===== src/rtl/apb_pkg.sv =====
// Shared types and constants for the APB master arbiter.
package apb_pkg;

    // Transfer sequencing states of the APB master.
    typedef enum logic [1:0] {
        IDLE   = 2'd0,
        SETUP  = 2'd1,
        ACCESS = 2'd2
    } apb_state_e;

    // PPROT bit meanings (AMBA APB4).
    localparam logic [2:0] PPROT_PRIVILEGED  = 3'b001;
    localparam logic [2:0] PPROT_NONSECURE   = 3'b010;
    localparam logic [2:0] PPROT_INSTRUCTION = 3'b100;

    // Default number of ACCESS cycles tolerated without PREADY.
    localparam int DEFAULT_TIMEOUT = 255;

endpackage


===== src/rtl/apb_rr_arbiter.sv =====
// Round-robin arbiter: grants the first requester above the last winner,
// wrapping around, and remembers the winner when the caller commits it.
module apb_rr_arbiter #(
    parameter int MASTERS = 4
) (
    input  logic                         PCLK,
    input  logic                         PRESET,
    input  logic [MASTERS-1:0]           req,
    input  logic                         update,
    output logic [MASTERS-1:0]           grant,
    output logic [$clog2(MASTERS)-1:0]   grant_idx
);

    localparam int IDX_W = $clog2(MASTERS);

    logic [IDX_W-1:0] last_q;
    logic [IDX_W-1:0] last_d;
    logic             found;
    int               cand;

    // Search upward from last winner + 1 for the first active request.
    always_comb begin
        grant     = '0;
        grant_idx = '0;
        found     = 1'b0;
        cand      = 0;
        for (int i = 1; i <= MASTERS; i++) begin
            cand = int'(last_q) + i;
            if (cand >= MASTERS) begin
                cand = cand - MASTERS;
            end
            if (!found && req[cand]) begin
                found       = 1'b1;
                grant[cand] = 1'b1;
                grant_idx   = IDX_W'(cand);
            end
        end
        last_d = update ? grant_idx : last_q;
    end

    // Last-grant pointer; reset to the top index so requester 0 leads.
    always_ff @(posedge PCLK) begin
        if (PRESET) begin
            last_q <= IDX_W'(MASTERS - 1);
        end else begin
            last_q <= last_d;
        end
    end

endmodule


===== src/rtl/apb_master_arb.sv =====
// APB4 master shared by several requesters through round-robin arbitration,
// with a watchdog that terminates ACCESS phases stalled by a hung slave.
module apb_master_arb
    import apb_pkg::*;
#(
    parameter int PADDR_SIZE = 8,
    parameter int PDATA_SIZE = 8,
    parameter int MASTERS    = 4,
    parameter int TIMEOUT    = DEFAULT_TIMEOUT
) (
    input  logic                                 PCLK,
    input  logic                                 PRESET,
    input  logic [MASTERS-1:0]                   REQ,
    input  logic [MASTERS-1:0][PADDR_SIZE-1:0]   REQ_ADDR,
    input  logic [MASTERS-1:0]                   REQ_WRITE,
    input  logic [MASTERS-1:0][PDATA_SIZE-1:0]   REQ_WDATA,
    input  logic [MASTERS-1:0][PDATA_SIZE/8-1:0] REQ_STRB,
    input  logic [MASTERS-1:0][2:0]              REQ_PROT,
    output logic [MASTERS-1:0]                   ACK,
    output logic [PDATA_SIZE-1:0]                RSP_RDATA,
    output logic                                 RSP_ERR,
    output logic                                 BUSY,
    output logic                                 PSEL,
    output logic                                 PENABLE,
    output logic [PADDR_SIZE-1:0]                PADDR,
    output logic                                 PWRITE,
    output logic [PDATA_SIZE-1:0]                PWDATA,
    output logic [PDATA_SIZE/8-1:0]              PSTRB,
    output logic [2:0]                           PPROT,
    input  logic [PDATA_SIZE-1:0]                PRDATA,
    input  logic                                 PREADY,
    input  logic                                 PSLVERR
);

    localparam int STRB_W = PDATA_SIZE / 8;
    localparam int IDX_W  = $clog2(MASTERS);
    localparam int WD_W   = (TIMEOUT < 2) ? 1 : $clog2(TIMEOUT + 1);

    apb_state_e               state_q, state_d;
    logic [MASTERS-1:0]       win_q, win_d;
    logic                     psel_q, psel_d;
    logic                     penable_q, penable_d;
    logic [PADDR_SIZE-1:0]    paddr_q, paddr_d;
    logic                     pwrite_q, pwrite_d;
    logic [PDATA_SIZE-1:0]    pwdata_q, pwdata_d;
    logic [STRB_W-1:0]        pstrb_q, pstrb_d;
    logic [2:0]               pprot_q, pprot_d;
    logic [MASTERS-1:0]       ack_q, ack_d;
    logic [PDATA_SIZE-1:0]    rdata_q, rdata_d;
    logic                     err_q, err_d;
    logic                     busy_q, busy_d;
    logic [WD_W-1:0]          wd_q, wd_d;

    logic [MASTERS-1:0]       grant;
    logic [IDX_W-1:0]         grant_idx;
    logic                     arb_update;
    logic                     wd_expired;

    apb_rr_arbiter #(
        .MASTERS (MASTERS)
    ) u_arb (
        .PCLK      (PCLK),
        .PRESET    (PRESET),
        .req       (REQ),
        .update    (arb_update),
        .grant     (grant),
        .grant_idx (grant_idx)
    );

    // Watchdog fires on the TIMEOUT-th ACCESS cycle without PREADY.
    assign wd_expired = (TIMEOUT > 0) && (int'(wd_q) == TIMEOUT - 1);

    // Next-state, field latching and response generation.
    always_comb begin
        state_d    = state_q;
        win_d      = win_q;
        psel_d     = psel_q;
        penable_d  = penable_q;
        paddr_d    = paddr_q;
        pwrite_d   = pwrite_q;
        pwdata_d   = pwdata_q;
        pstrb_d    = pstrb_q;
        pprot_d    = pprot_q;
        wd_d       = wd_q;
        ack_d      = '0;
        rdata_d    = '0;
        err_d      = 1'b0;
        arb_update = 1'b0;

        case (state_q)
            IDLE: begin
                if (|REQ) begin
                    arb_update = 1'b1;
                    win_d      = grant;
                    paddr_d    = REQ_ADDR[grant_idx];
                    pwrite_d   = REQ_WRITE[grant_idx];
                    pwdata_d   = REQ_WDATA[grant_idx];
                    pstrb_d    = REQ_WRITE[grant_idx] ? REQ_STRB[grant_idx] : '0;
                    pprot_d    = REQ_PROT[grant_idx];
                    psel_d     = 1'b1;
                    penable_d  = 1'b0;
                    state_d    = SETUP;
                end
            end
            SETUP: begin
                penable_d = 1'b1;
                wd_d      = '0;
                state_d   = ACCESS;
            end
            ACCESS: begin
                if (PREADY) begin
                    ack_d     = win_q;
                    rdata_d   = pwrite_q ? '0 : PRDATA;
                    err_d     = PSLVERR;
                    psel_d    = 1'b0;
                    penable_d = 1'b0;
                    wd_d      = '0;
                    state_d   = IDLE;
                end else if (wd_expired) begin
                    // Abandon the stalled transfer and report it as an error.
                    ack_d     = win_q;
                    err_d     = 1'b1;
                    psel_d    = 1'b0;
                    penable_d = 1'b0;
                    wd_d      = '0;
                    state_d   = IDLE;
                end else begin
                    wd_d = wd_q + WD_W'(1);
                end
            end
            default: begin
                psel_d    = 1'b0;
                penable_d = 1'b0;
                wd_d      = '0;
                state_d   = IDLE;
            end
        endcase

        busy_d = (state_d != IDLE);
    end

    // State, latched APB fields and response registers.
    always_ff @(posedge PCLK) begin
        if (PRESET) begin
            state_q   <= IDLE;
            win_q     <= '0;
            psel_q    <= 1'b0;
            penable_q <= 1'b0;
            paddr_q   <= '0;
            pwrite_q  <= 1'b0;
            pwdata_q  <= '0;
            pstrb_q   <= '0;
            pprot_q   <= '0;
            ack_q     <= '0;
            rdata_q   <= '0;
            err_q     <= 1'b0;
            busy_q    <= 1'b0;
            wd_q      <= '0;
        end else begin
            state_q   <= state_d;
            win_q     <= win_d;
            psel_q    <= psel_d;
            penable_q <= penable_d;
            paddr_q   <= paddr_d;
            pwrite_q  <= pwrite_d;
            pwdata_q  <= pwdata_d;
            pstrb_q   <= pstrb_d;
            pprot_q   <= pprot_d;
            ack_q     <= ack_d;
            rdata_q   <= rdata_d;
            err_q     <= err_d;
            busy_q    <= busy_d;
            wd_q      <= wd_d;
        end
    end

    assign ACK       = ack_q;
    assign RSP_RDATA = rdata_q;
    assign RSP_ERR   = err_q;
    assign BUSY      = busy_q;
    assign PSEL      = psel_q;
    assign PENABLE   = penable_q;
    assign PADDR     = paddr_q;
    assign PWRITE    = pwrite_q;
    assign PWDATA    = pwdata_q;
    assign PSTRB     = pstrb_q;
    assign PPROT     = pprot_q;

endmodule


===== config.mk =====
export PLATFORM = sky130hd
export DESIGN_NAME = apb_master_arb
export DESIGN_NICKNAME = d
export VERILOG_FILES = /design/src/rtl/apb_pkg.sv /design/src/rtl/apb_rr_arbiter.sv /design/src/rtl/apb_master_arb.sv
export SDC_FILE = /design/constraint.sdc
export NUM_CORES = 1
export LEC_CHECK = 0
export ABC_AREA = 1
export CAP_MARGIN = 25
export CORE_MARGIN = 8
export CORE_UTILIZATION = 46
export CTS_CLUSTER_SIZE = 30
export DETAILED_ROUTE_END_ITERATION = 16
export PLACE_DENSITY_LB_ADDON = 0.25
export SYNTH_ARGS = -nofsm -noshare
export SYNTH_HDL_FRONTEND = slang
export SYNTH_HIERARCHICAL = 1
export SYNTH_SLANG_ARGS = --single-unit

===== constraint.sdc =====
create_clock -name PCLK -period 4.05 [get_ports PCLK]
set_input_delay 0.6075 -clock PCLK [delete_from_list [all_inputs] [get_ports PCLK]]
set_output_delay 0.6075 -clock PCLK [all_outputs]
set_load 0.005 [all_outputs]

==> results by group <==
Routing
  • Post-route ant nets: 0
  • Routed WL: 9540 um
  • DR DRC count: 0
  • TritonRoute pass-1 iters: 4
  • First-iteration detailed-routing DRC count: ~160
  • Post-DR wirelength/cell: 14.6 um
  • Total number of vias: 3372
  • Drt via density: 5.15

Critical path
  • Critical path, cell by cell: inv_2, ha_1, inv_1, nand3_1, nand2_1, nand2_1, inv_2, nand3_2, nand2_2, inv_1, o21ai_0, o22ai_1, nor2_1, nor2_1
  • Required time of the critical path: 4.30 ns
  • Delay of the slowest cell on the worst path: between 0.5 and 0.6 ns
  • Category of the worst setup path launch point: register
  • Master of the slowest instance on the critical path: sky130_fd_sc_hd__dfxtp_1
  • Arrival time of the worst setup path: 3.28 ns
  • Critical Path Sink Type: register
  • Top Family by Delay on Critical Path: buffers and inverters
  • Highest fanout seen on the critical path: 23
  • WP buf/inv: 4
  • Type of the worst setup path: register to register

GRT
  • First-pass GRT wire length: 15300 um
  • Pin count of the biggest net entering global routing: 43
  • Initial antenna violation count: 0
  • Vias in the first global route: between 3000 and 4000
  • Aggregate global-route resource usage: about a fifth
  • Total gr overflow: 0

Clock tree
  • Hold buffers post-CTS: 0
  • Clock latency of the later-clocked register in the worst-skew pair: just over 0.3 ns
  • Number of H-tree branching levels: 2
  • Number of setup buffers added after CTS: 0
  • Root cell of the clock tree: sky130_fd_sc_hd__clkbuf_8
  • Max clock buf depth: 2
  • Total number of clock tree sinks: 53
  • Clock tree from TritonCTS: yes
  • Total of cells resized after clock tree synthesis: 0
  • CTS buffer count: 5
  • Clock-pin slew of the registers on the worst-case setup and hold paths: 0.09 ns

Status
  • Result of the run: complete, no violations

STA
  • Final critical path time including I/O delays and setup: 3.03 ns
  • Setup-failing EPs final: 0
  • RSZ-0062 raised after global routing: no
  • Accumulated negative setup slack: 0 ns
  • Transition at the pin with the smallest max-transition slack: 0.791 ns
  • Achievable clock frequency: 330 MHz
  • WHS: 0.442 ns
  • Final worst-path setup slack: 1.02 ns
  • Share of the clock period used by the worst path after layout: 74.8%
  • Slew Limit Headroom: 47.2%
  • Setup clock skew after layout: approximately 0.0098 ns
  • Fin. Hold Viols: 0
  • Count of final max-slew check failures: 0

Die
  • Die X-Extent: roughly 98 um
  • Die area: 9630 um2
  • Effective utilization at floorplan: between 40% and 50%
  • Count of standard-cell rows: 30
  • Core region area: 6640 um2
  • Height of the die: 98.2 um
  • I/O Pins: 137

Pwr
  • P per Cell Area: 583 nW/um2
  • Max rail drop VDD: approximately 0.31 mV
  • Leakage power figure: 1.87 nW

Yosys
  • Total of flip-flops plus latches after synthesis: 53
  • Average cell area after synthesis: 6.90 um2
  • Count of synthesis-stage warnings from yosys: 6
  • Mapped cell area: around 3100 um2
  • Post-synthesis instance total: 450
  • Synthesized Nets: 560
  • Register area share after synthesis: 34.2%
  • Distinct cell type count after synthesis: 40

Place
  • Final RePlAce weighted congestion: roughly 0.9
  • Total of buffers placed on input and output ports: 136
  • Detailed Place HPWL: 7450 um
  • Pre-CTS setup slack: 1.07 ns

Finish
  • Post-synthesis to final-layout area growth: 46.4%
  • Total Nets Final: 684
  • Fraction of final layout cells with drive strength greater than 1: 8.52%
  • Diode insertion count for antenna repair: 0

Job
  • # Max-Cap Violations: 0

Worst hold path
  • Min-Delay Path Class: register to register
cells in the final DEF (no fill, tap or decap), types with 3 or more instances in the layout:
cell and count:
sky130_fd_sc_hd__o22ai_1 20, sky130_fd_sc_hd__clkbuf_8 5, sky130_fd_sc_hd__inv_1 31, sky130_fd_sc_hd__o21ai_0 59
sky130_fd_sc_hd__o21ai_1 3, sky130_fd_sc_hd__dfxtp_1 53, sky130_fd_sc_hd__nand3_2 6, sky130_fd_sc_hd__nand2_4 3
sky130_fd_sc_hd__a21oi_1 13, sky130_fd_sc_hd__nor2_1 109, sky130_fd_sc_hd__nor2_4 3, sky130_fd_sc_hd__clkdlybuf4s50_1 136
sky130_fd_sc_hd__ha_1 10, sky130_fd_sc_hd__nand2_1 71, sky130_fd_sc_hd__inv_2 4, sky130_fd_sc_hd__nand3_1 10
sky130_fd_sc_hd__nand2_2 11
cell usage after synthesis (all sizes together):
master | number | area share (%)
o21bai | 1 | 0.24
nand4 | 4 | 1.2
a31oi | 1 | 0.69
o22ai | 20 | 4.0
ha | 10 | 4.0
nand3 | 16 | 3.5
nand3b | 2 | 0.89
xor2 | 1 | 0.28
a21oi | 16 | 3.2
or2 | 1 | 0.20
a21boi | 1 | 0.24
inv | 36 | 4.4
xnor2 | 1 | 0.28
o21ai | 63 | 10
dfxtp | 53 | 34
buf | 13 | 3.1
a22oi | 1 | 0.24
nor2 | 114 | 15
clkbuf | 8 | 1.0
clkinv | 1 | 0.12
and2 | 1 | 0.20
nand2 | 86 | 13
layout make-up:
cell class | count | area, um2
clock buffer | 5 | 68.8
tap | 80 | 100
fill | 570 | 2100
sequential | 53 | 1060
timing repair buffer | 138 | 1380
inverter | 37 | 141
clock inverter | 3 | 21.3
multi-input combinational | 339 | 1780
worst min-delay path, cell delays in order (launching register included):
cell,delay (ns)
sky130_fd_sc_hd__dfxtp_1,0.31
sky130_fd_sc_hd__inv_1,0.06
sky130_fd_sc_hd__nor2_1,0.04
report_power, final:
group          switching, mW  internal, mW
Combinational          0.961         0.676
Clock                  0.183         0.123
Sequential            0.0731         0.632
sequential cells by signal, summed over array words and instances (netlist names):
signal,cells
PPROT,3
PSEL,1
RSP_RDATA,8
wd_q,8
PWRITE,1
PWDATA,8
BUSY,1
PENABLE,1
win_q,4
u_arb/last_q,2
PADDR,8
PSTRB,1
RSP_ERR,1
state_q,2
ACK,4
metrics by stage:
step | std cells | instance area, um2 | power, mW | util [%]
after floorplan | 450 | 3100 | 1.87 | -
after global placement | 647 | 4450 | 2.31 | 67.0
after detailed placement | 647 | 4450 | 2.35 | 67.0
after CTS | 655 | 4540 | 2.65 | 68.4
after global routing | 655 | 4540 | 2.87 | 68.4
final | 655 | 4540 | 2.65 | 68.4
worst paths after layout:
check	startpoint	to	slack (ns)	depth (start not counted)
setup / recovery	u_arb/last_q[0]$_SDFFE_PP1P_	PADDR[7]$_SDFFE_PP0P_	1.02	14
hold / removal	win_q[0]$_SDFFE_PP0P_	ACK[0]$_SDFF_PP0_	0.44	2
setup reg to reg	u_arb/last_q[0]$_SDFFE_PP1P_	PADDR[7]$_SDFFE_PP0P_	1.02	14
hold reg to reg	win_q[0]$_SDFFE_PP0P_	ACK[0]$_SDFF_PP0_	0.44	2
kinds of logic after synthesis:
logic type / after synthesis / share of synthesized area, %
flip-flops: 53 / 34.2
buffers and inverters: 58 / 8.63
adder cells (fa/ha/maj): 10 / 4.03
AO/OA/AOI/OAI: 103 / 18.9
AND/OR/NAND/NOR: 224 / 33.7
XOR/XNOR: 2 / 0.564
per-layer routing:
metal / global-route usage (%) / share of wire, % / up-vias
li1: - / - / 1705
met1: 20.5 / 40 / 1501
met2: 32.5 / 48 / 137
met3: 7.04 / 8.4 / 29
met4: 9.33 / 3.8 / 0
met5: 0 / 0 / -
No activity file was read; power rests on OpenSTA's default activity.
